File: src/rtl/forward_kinematics.sv
// Two-link arm forward kinematics: joint angles -> clamped end-effector (x, y).
// One shared rotation-mode CORDIC engine runs once per link, then the link vectors are summed.
`timescale 1ns/1ps
module forward_kinematics #(
   parameter int unsigned L1   = 100,
   parameter int unsigned L2   = 100,
   parameter int unsigned ITER = 16
) (
   input  logic        i_clk,
   input  logic        i_reset,
   input  logic        i_start,
   input  logic [23:0] i_shoulder_angle,
   input  logic [23:0] i_elbow_angle,
   output logic        o_busy,
   output logic        o_done,
   output logic [7:0]  o_x,
   output logic [7:0]  o_y,
   output logic        o_out_of_range
);

   localparam int unsigned AW    = 24;
   localparam int unsigned DW    = 26;
   localparam int unsigned SW    = 27;
   localparam int unsigned IW    = 11;
   localparam int unsigned CW    = 5;
   localparam int unsigned K_Q16 = 39797;

   localparam logic signed [DW-1:0] LK1 = DW'(L1 * K_Q16);
   localparam logic signed [DW-1:0] LK2 = DW'(L2 * K_Q16);

   typedef enum logic [1:0] {S_IDLE, S_ROT1, S_ROT2, S_FINISH} state_t;

   // atan(2^-i) as a binary angle, 2^24 = one turn
   function automatic logic [AW-1:0] atan_lut(input logic [CW-1:0] i);
      case (i)
         5'd0:    atan_lut = 24'h200000;
         5'd1:    atan_lut = 24'h12E405;
         5'd2:    atan_lut = 24'h09FB38;
         5'd3:    atan_lut = 24'h051112;
         5'd4:    atan_lut = 24'h028B0D;
         5'd5:    atan_lut = 24'h0145D8;
         5'd6:    atan_lut = 24'h00A2F6;
         5'd7:    atan_lut = 24'h00517C;
         5'd8:    atan_lut = 24'h0028BE;
         5'd9:    atan_lut = 24'h00145F;
         5'd10:   atan_lut = 24'h000A30;
         5'd11:   atan_lut = 24'h000518;
         5'd12:   atan_lut = 24'h00028C;
         5'd13:   atan_lut = 24'h000146;
         5'd14:   atan_lut = 24'h0000A3;
         5'd15:   atan_lut = 24'h000051;
         5'd16:   atan_lut = 24'h000029;
         5'd17:   atan_lut = 24'h000014;
         5'd18:   atan_lut = 24'h00000A;
         5'd19:   atan_lut = 24'h000005;
         default: atan_lut = 24'h000000;
      endcase
   endfunction

   // Returns {out_of_range, clamped 8-bit value}
   function automatic logic [8:0] clamp_u8(input logic signed [IW-1:0] v);
      if (v[IW-1])
         clamp_u8 = {1'b1, 8'd0};
      else if (v[IW-2:8] != '0)
         clamp_u8 = {1'b1, 8'd255};
      else
         clamp_u8 = {1'b0, v[7:0]};
   endfunction

   state_t                r_state;
   logic [CW-1:0]         r_cnt;
   logic [AW-1:0]         r_th2;
   logic signed [DW-1:0]  r_x, r_y, r_x1, r_y1;
   logic [AW-1:0]         r_z;
   logic                  r_busy, r_done, r_oor;
   logic [7:0]            r_xo, r_yo;

   logic [AW-1:0]         w_load_a, w_load_z, w_at;
   logic signed [DW-1:0]  w_load_l, w_load_x;
   logic                  w_flip;
   logic signed [DW-1:0]  w_dx, w_dy, w_x_nx, w_y_nx;
   logic [AW-1:0]         w_z_nx;
   logic signed [SW-1:0]  w_sum_x, w_sum_y;
   logic signed [IW-1:0]  w_int_x, w_int_y;
   logic [8:0]            w_cx, w_cy;

   // Engine load: link 1 from the live shoulder angle in IDLE, link 2 from the latched sum
   always_comb begin
      w_load_a = (r_state == S_IDLE) ? i_shoulder_angle : r_th2;
      w_load_l = (r_state == S_IDLE) ? LK1 : LK2;
      w_flip   = w_load_a[AW-1] ^ w_load_a[AW-2];
      w_load_x = w_flip ? -w_load_l : w_load_l;
      w_load_z = w_flip ? w_load_a + 24'h800000 : w_load_a;
   end

   // One CORDIC micro-rotation, direction chosen by the sign of the residual angle
   always_comb begin
      w_dx = r_x >>> r_cnt;
      w_dy = r_y >>> r_cnt;
      w_at = atan_lut(r_cnt);
      if (r_z[AW-1]) begin
         w_x_nx = r_x + w_dy;
         w_y_nx = r_y - w_dx;
         w_z_nx = r_z + w_at;
      end else begin
         w_x_nx = r_x - w_dy;
         w_y_nx = r_y + w_dx;
         w_z_nx = r_z - w_at;
      end
   end

   // Sum both link vectors, round half up to integer, clamp to 0..255
   always_comb begin
      w_sum_x = SW'(r_x1) + SW'(r_x);
      w_sum_y = SW'(r_y1) + SW'(r_y);
      w_int_x = IW'((w_sum_x + SW'(32'sd32768)) >>> 16);
      w_int_y = IW'((w_sum_y + SW'(32'sd32768)) >>> 16);
      w_cx    = clamp_u8(w_int_x);
      w_cy    = clamp_u8(w_int_y);
   end

   // Control FSM and datapath registers; ROT1 spends one extra cycle handing off to link 2
   always_ff @(posedge i_clk or posedge i_reset) begin
      if (i_reset) begin
         r_state <= S_IDLE;
         r_cnt   <= '0;
         r_th2   <= '0;
         r_x     <= '0;
         r_y     <= '0;
         r_z     <= '0;
         r_x1    <= '0;
         r_y1    <= '0;
         r_busy  <= 1'b0;
         r_done  <= 1'b0;
         r_oor   <= 1'b0;
         r_xo    <= '0;
         r_yo    <= '0;
      end else begin
         r_done <= 1'b0;
         case (r_state)
            S_IDLE: begin
               if (i_start) begin
                  r_th2   <= i_shoulder_angle + i_elbow_angle;
                  r_x     <= w_load_x;
                  r_y     <= '0;
                  r_z     <= w_load_z;
                  r_cnt   <= '0;
                  r_busy  <= 1'b1;
                  r_state <= S_ROT1;
               end
            end
            S_ROT1: begin
               if (r_cnt == CW'(ITER)) begin
                  r_x1    <= r_x;
                  r_y1    <= r_y;
                  r_x     <= w_load_x;
                  r_y     <= '0;
                  r_z     <= w_load_z;
                  r_cnt   <= '0;
                  r_state <= S_ROT2;
               end else begin
                  r_x   <= w_x_nx;
                  r_y   <= w_y_nx;
                  r_z   <= w_z_nx;
                  r_cnt <= r_cnt + CW'(1);
               end
            end
            S_ROT2: begin
               r_x   <= w_x_nx;
               r_y   <= w_y_nx;
               r_z   <= w_z_nx;
               r_cnt <= r_cnt + CW'(1);
               if (r_cnt == CW'(ITER - 1))
                  r_state <= S_FINISH;
            end
            S_FINISH: begin
               r_xo    <= w_cx[7:0];
               r_yo    <= w_cy[7:0];
               r_oor   <= w_cx[8] | w_cy[8];
               r_done  <= 1'b1;
               r_busy  <= 1'b0;
               r_state <= S_IDLE;
            end
            default: r_state <= S_IDLE;
         endcase
      end
   end

   assign o_busy         = r_busy;
   assign o_done         = r_done;
   assign o_x            = r_xo;
   assign o_y            = r_yo;
   assign o_out_of_range = r_oor;

endmodule
File: config.mk
export PLATFORM = sky130hd
export DESIGN_NAME = forward_kinematics
export DESIGN_NICKNAME = d
export VERILOG_FILES = /design/src/rtl/forward_kinematics.sv
export SDC_FILE = /design/constraint.sdc
export NUM_CORES = 1
export LEC_CHECK = 0
export ABC_AREA = 1
export CAP_MARGIN = 20
export CORE_ASPECT_RATIO = 2
export CORE_MARGIN = 2
export CORE_UTILIZATION = 29
export CTS_CLUSTER_DIAMETER = 40
export DETAILED_ROUTE_END_ITERATION = 12
export HOLD_SLACK_MARGIN = 0.1
export PLACE_DENSITY = 0.46
export SLEW_MARGIN = 20
export SYNTH_ARGS = -nofsm -noshare
export SYNTH_HDL_FRONTEND = slang
export SYNTH_SLANG_ARGS = --single-unit
export TNS_END_PERCENT = 5
File: constraint.sdc
create_clock -name i_clk -period 8.15 [get_ports i_clk]
set_clock_uncertainty 0.05 [all_clocks]
set_input_delay 1.63 -clock i_clk [delete_from_list [all_inputs] [get_ports i_clk]]
set_output_delay 1.63 -clock i_clk [all_outputs]
set_load 0.1 [all_outputs]
# Yosys cells after proc, flatten, opt, wreduce, memory -nomap -nowiden
# Memory sizes are Yosys's and may differ from the RTL's.
# Cells that the tools add are included.
[word_totals] reg_bits=178 romBits=704 in_bits=51 memories=1
[mem_list] name="(no name shown)" depth=32 width=22 read_ports=1 rd_ports_with_merged_regs=0 write_ports=0 line="35" rtl="case (i)"
[classes] addsub=13 eq_ne=8 shift=2 mux=29 bitwise=2 reduce_logical=10
[op_table] op="26-bit two-way mux" n=7
[op_table] op="26-bit case mux with 3 select lines" n=2
[op_table] op="24-bit two-way mux" n=5
[op_table] op="24-bit case mux with 3 select lines" n=1
[op_table] op="26-bit by 26-bit adder with 27-bit output" n=2
[op_table] op="27-bit by 17-bit adder with 27-bit output (second input constant)" n=2
[op_table] op="26-bit adder" n=2
[op_table] op="26-bit by 5-bit >>> shifter with 26-bit output" n=2
[op_table] op="26-bit subtractor" n=2
[op_table] op="24-bit adder" n=2
[op_table] op="9-bit two-way mux" n=4
[op_table] op="24-bit adder (second input constant)" n=1
[op_table] op="24-bit subtractor" n=1
[op_table] op="5-bit case mux with 3 select lines" n=1
[op_table] op="5-bit two-way mux" n=2
[op_table] op="2-bit case mux with 4 select lines" n=1
[op_table] op="2-bit AND reduction" n=4
[op_table] op="2-bit two-way mux" n=3
[op_table] op="2-bit inequality test (second input constant)" n=3
[op_table] op="2-bit nonzero test" n=3
[op_table] op="5-bit by 1-bit adder with 5-bit output (second input constant)" n=1
[op_table] op="5-bit by 4-bit equality test with 1-bit output (second input constant)" n=1
[op_table] op="5-bit equality test (second input constant)" n=1
[op_table] op="2-bit equality test (second input constant)" n=2
[op_table] op="8 further kinds" n=9

# Logic depth before layout (Yosys ltp)
[depth] depth_word=6 mapped_depth=37

# Worst setup path after synthesis
# No wires, ideal clock.
[synth_path] path_type="reg-to-reg" start="register r_cnt[1]" end="register r_z[23]" arrival_time_ps=4005 slack_ps=3951 path_stages_with_launch=28 n_path_buf=2 period_less_slack_ps=4199 path_cell_list="dfrtp_1 -> buf_2 -> inv_2 -> buf_2 -> ha_1 -> nand2_1 -> nand3_1 -> nand2_1 -> nor2_1 -> a21oi_1 -> ha_1 -> nand2_1 -> nor2_1 -> nand2_1 -> o21ai_1 -> nand2_1 -> nor2_4 -> nand2_1 -> xor2_1 -> ha_1 -> nand2_1 -> nor4_1 -> nand3_1 -> nand3_1 -> a31oi_1 -> xor2_1 -> o21ai_1 -> a22oi_1"
[synth_via] elab_chain_cells=5 word_cells_on_any_way=7 cone_classes="add/sub (2); eq/ne (1); mux (3); memory (1)"
[synth_rtl] item="start: declaration" line="71" rtl="logic [CW-1:0] r_cnt;"
[synth_rtl] item="start signal: assignment" line="165" rtl="r_cnt <= r_cnt + CW'(1);"
[synth_rtl] item="start signal: assignment" line="172" rtl="r_cnt <= r_cnt + CW'(1);"
[synth_rtl] item="memory 32 x 22 bit"
[synth_rtl] item="24-bit subtractor or 24-bit adder (tied branches)" line="108, 104"
[synth_rtl] item="24-bit two-way mux" line="101" rtl="if (r_z[AW-1]) begin"
[synth_rtl] item="24-bit two-way mux" line="153" rtl="if (r_cnt == CW'(ITER)) begin"
[synth_rtl] item="24-bit case mux with 3 select lines (*)" line="140" rtl="case (r_state)"
[synth_rtl] item="end signal: assignment" line="146" rtl="r_z <= w_load_z;"
[synth_rtl] item="end signal: assignment" line="158" rtl="r_z <= w_load_z;"
[synth_rtl] item="end signal: assignment" line="164" rtl="r_z <= w_z_nx;"
[synth_rtl] item="end: declaration" line="74" rtl="logic [AW-1:0] r_z;"
# Every way passes the cells marked *; elsewhere a longest branch is shown, timed or not.
# A chain may end at the register's enable or synchronous reset.

# Final worst setup path
[layout_path] start="register r_cnt[4]" end="register r_x[18]"
[layout_via] elab_chain_cells=5 word_cells_on_any_way=7 cone_classes="add/sub (2); eq/ne (1); shift (1); mux (3)"
[layout_rtl] item="26-bit by 5-bit >>> shifter with 26-bit output" line="99" rtl="w_dy = r_y >>> r_cnt;"
[layout_rtl] item="26-bit subtractor or 26-bit adder (tied branches)" line="106, 102"
[layout_rtl] item="26-bit two-way mux" line="101"
[layout_rtl] item="26-bit two-way mux" line="153"
[layout_rtl] item="26-bit case mux with 3 select lines (*)" line="140"
[layout_rtl] item="end signal: assignment" line="144" rtl="r_x <= w_load_x;"
[layout_rtl] item="end signal: assignment" line="156" rtl="r_x <= w_load_x;"
[layout_rtl] item="end signal: assignment" line="162" rtl="r_x <= w_x_nx;"
[layout_rtl] item="end: declaration" line="73" rtl="logic signed [DW-1:0] r_x, r_y, r_x1, r_y1;"
# Marked as above.

==> summary.md <==
| Metric | Value |
|---|---|
| Status | `finished, final reports clean` |
| Core area | `about 65000 um2` |
| Number of routed nets with antenna violations | `0` |
| Drt initial violations | `1237` |
| Sink Count | `approximately 180` |
| Number of enable flip-flop cells after synthesis | `0` |
| Crit Path Class | `reg2reg` |
| Top delay family on crit path | `simple AND/OR/NAND/NOR gates` |
| WP data arrival | `5.99 ns` |
| CTS tree | `built` |
| Mux contribution to synthesized area | `0.00735` |
| Hold buffers post-CTS | `0` |
| Die Width | `~190 um` |
| Drt wl/cell | `17.4 um` |
| Site row count | `133` |
| H-tree depth | `4` |
| Max-slew violations | `0` |
| Synth area leader | `dfrtp_1` |
| Worst Max-Slew Pin Slew | `1.11 ns` |
| Buffers plus inverters on the worst setup path | `4` |
| Post-synthesis simple-gate area fraction | `0.282` |
| CP peak stage delay | `0.68 ns` |
| Max clock buf depth | `2` |
| Max Cap Viol | `0` |
| Area grow syn2layout | `11.0%` |
| Detailed-route DRC error count | `0` |
| Root buf cell | `clkbuf_16` |
| GRT Residual Overflow | `0` |
| Vias in the first global route | `about 19000` |
| Syn avg cell area | `6.59 um2` |
| Synth Area in Adders | `0.145` |
| Skew-Pair Late Insertion Delay | `0.49 ns` |
| Netlist cell types | `between 50 and 60` |
| # Post-CTS Setup Buffers | `0` |
| CP Cell Sequence | `buf_4, nor2_2, buf_4, nand2_1, o21ai_0, a21oi_2, nand2_1, inv_2, nand3b_2, nor2_4, a21oi_1, xor2_1, inv_1, ha_1, nand2_1, nor4_1, a21oi_1, o21ai_0, nand2_1, a22oi_1, xnor2_1, o21ai_0, nand2_1, o21ai_0` |
| Slew margin rel. | `0.261` |
| RD Place Congestion | `approximately 0.89` |
| Final layout net count | `3174` |
| Final setup violation count | `0` |
| Crit path required time | `approximately 8.4 ns` |
| First-pass GRT wire length | `around 100000 um` |
| Share of the synthesized area in the top cell type | `0.234` |
| CP startpoint kind | `flip-flop` |
| Crit. End Element | `flip-flop` |
| Post-Synth XOR/XNOR Area | `0.0492` |
| Vias | `19000` |
| Worst-path fanout max | `19` |
| Synth Area in Compound Gates | `0.202` |
| CP dominant cell by count | `nand2_1` |
| CTS buffer count | `17` |
| Synth Cell Area | `roughly 19000 um2` |
| Via density | `5.02` |
| IO Pins | `70` |
| TritonRoute pass-1 iters | `5` |
| Hold crit path type | `reg2reg` |
| Yosys reg bits | `around 180` |
| RSZ-0062 raised after global routing | `no` |
| Seq/Total Area, Yosys | `0.234` |
| Synth area leaders | `dfrtp_1, nand2_1, ha_1` |
| Slowest-stage cell, CP | `dfrtp_1` |
| Hold Vio Cnt, Final | `0` |
| # diodes | `0` |
| Most common cell in the netlist | `nand2_1` |
| Post-DP HPWL | `around 53000 um` |
| Fillers | `7288` |
| Largest net degree at the start of global routing | `95` |
| Mapped Cells | `around 2900` |
| Reg clk slew, reported paths | `about 0.070 ns` |
| Final min period | `approximately 5.7 ns` |
| Layout cells sized above 1 | `0.0408` |
| Yosys Warn Count | `0` |
| FMAX | `176 MHz` |
| Gr usage total | `0.195` |
| IO Port Bufs | `69` |
| Initial core utilization | `0.291` |
| Largest family of logic cells by synthesized area | `simple AND/OR/NAND/NOR gates` |
| Post-Route WL | `around 66000 um` |
| Synth top cells by count | `nand2_1, o21ai_0, inv_1, a21oi_1, ha_1` |
| Die Span Y | `~370 um` |
| Top FF cell, synth | `dfrtp_1` |
| Initial antenna violation count | `0` |
| Post-cts sizing count | `0` |
| Die ar. | `just under 70000 um2` |
| Final Cycle Share | `0.699` |
| Async set-or-reset flop fraction in the synthesized netlist | `1.00` |
| Synth Net Count | `about 3200` |
| Sum Neg Setup Slack | `0 ns` |
[metal layers]
layer  track usage  share of wire  vias to the layer above
li1              -              -                     9768
met1         0.251           0.45                     8852
met2         0.338           0.49                      335
met3        0.0201          0.029                       70
met4        0.0603          0.026                        0
met5       0.00222              0                        -
[per-stage QoR]
| step | hold slack, ns | std cells | util | worst slack (ns) | instance area (um2) |
|---|---|---|---|---|---|
| detailed placement | 0.416 | 3763 | 0.314 | 2.44 | 20600 |
| global route | 0.460 | 3793 | 0.323 | 2.02 | 21100 |
| finish | 0.428 | 3793 | 0.323 | 2.45 | 21100 |
| floorplan | 0.396 | 2893 | - | 1.64 | 19100 |
| global placement | 0.413 | 3763 | 0.314 | 2.29 | 20600 |
| CTS | 0.434 | 3793 | 0.323 | 2.41 | 21100 |
[layout by cell type (no fill, tap or decap), drive strengths merged, types with 22 or more instances in the layout]
cell,Yosys,layout
xor2,67,67
clkbuf,54,22
nand3,193,193
o21ai,335,335
o22ai,22,22
clkdlybuf4s50,0,69
a21oi,239,239
ha,214,214
nand4,27,27
nor2,215,215
inv,288,288
nand2,798,798
xnor2,40,40
dfrtp,178,178
or2,22,22
[logic make-up (layout without fill, tap and decap cells)]
family | count (synthesis) | in the layout
simple gates | 1292 | 1292
compound gates | 697 | 697
buf+inv | 387 | 410
fa+ha+maj | 218 | 218
flops | 178 | 178
xor+xnor | 107 | 107
mux | 14 | 14
[worst min-delay path, delay by kind of cell, from the launching register on]
kind	cells	cell delay, ns
DFF	1	0.35
and+or+nand+nor	2	0.10
[layout make-up]
cell class,count,area [um2],area share
clock inverters,8,130,0.00615
inverters,291,1100,0.0520
repair buffers,89,841,0.0398
flip-flops and latches,178,4460,0.211
well taps,877,1100,0.0519
clock buffers,22,454,0.0215
multi-input cells,2328,13100,0.618
[registers in the layout, indices dropped and copies added (netlist names), 8 cells and up]
register and count:
r_z 24, o_y 8, r_y 26, r_x 26, r_x1 26, r_y1 26, r_th2 24, o_x 8
[worst paths after layout]
kind / from / end / slack [ns] / depth (start not counted)
worst max-delay path: r_cnt[4] / r_x[18] / 2.45 / 24
worst min-delay path: r_y1[10] / r_y1[10] / 0.43 / 2
worst max register to register: r_cnt[4] / r_x[18] / 2.45 / 24
worst min register to register: r_y1[10] / r_y1[10] / 0.43 / 2
max in group asynchronous: i_reset / r_th2[21] / 5.10 / 3
min in group asynchronous: i_reset / r_y1[5] / 1.58 / 2
Power is not shown: default switching activity piles up to over one toggle a cycle in this logic, so the estimate is an artifact.
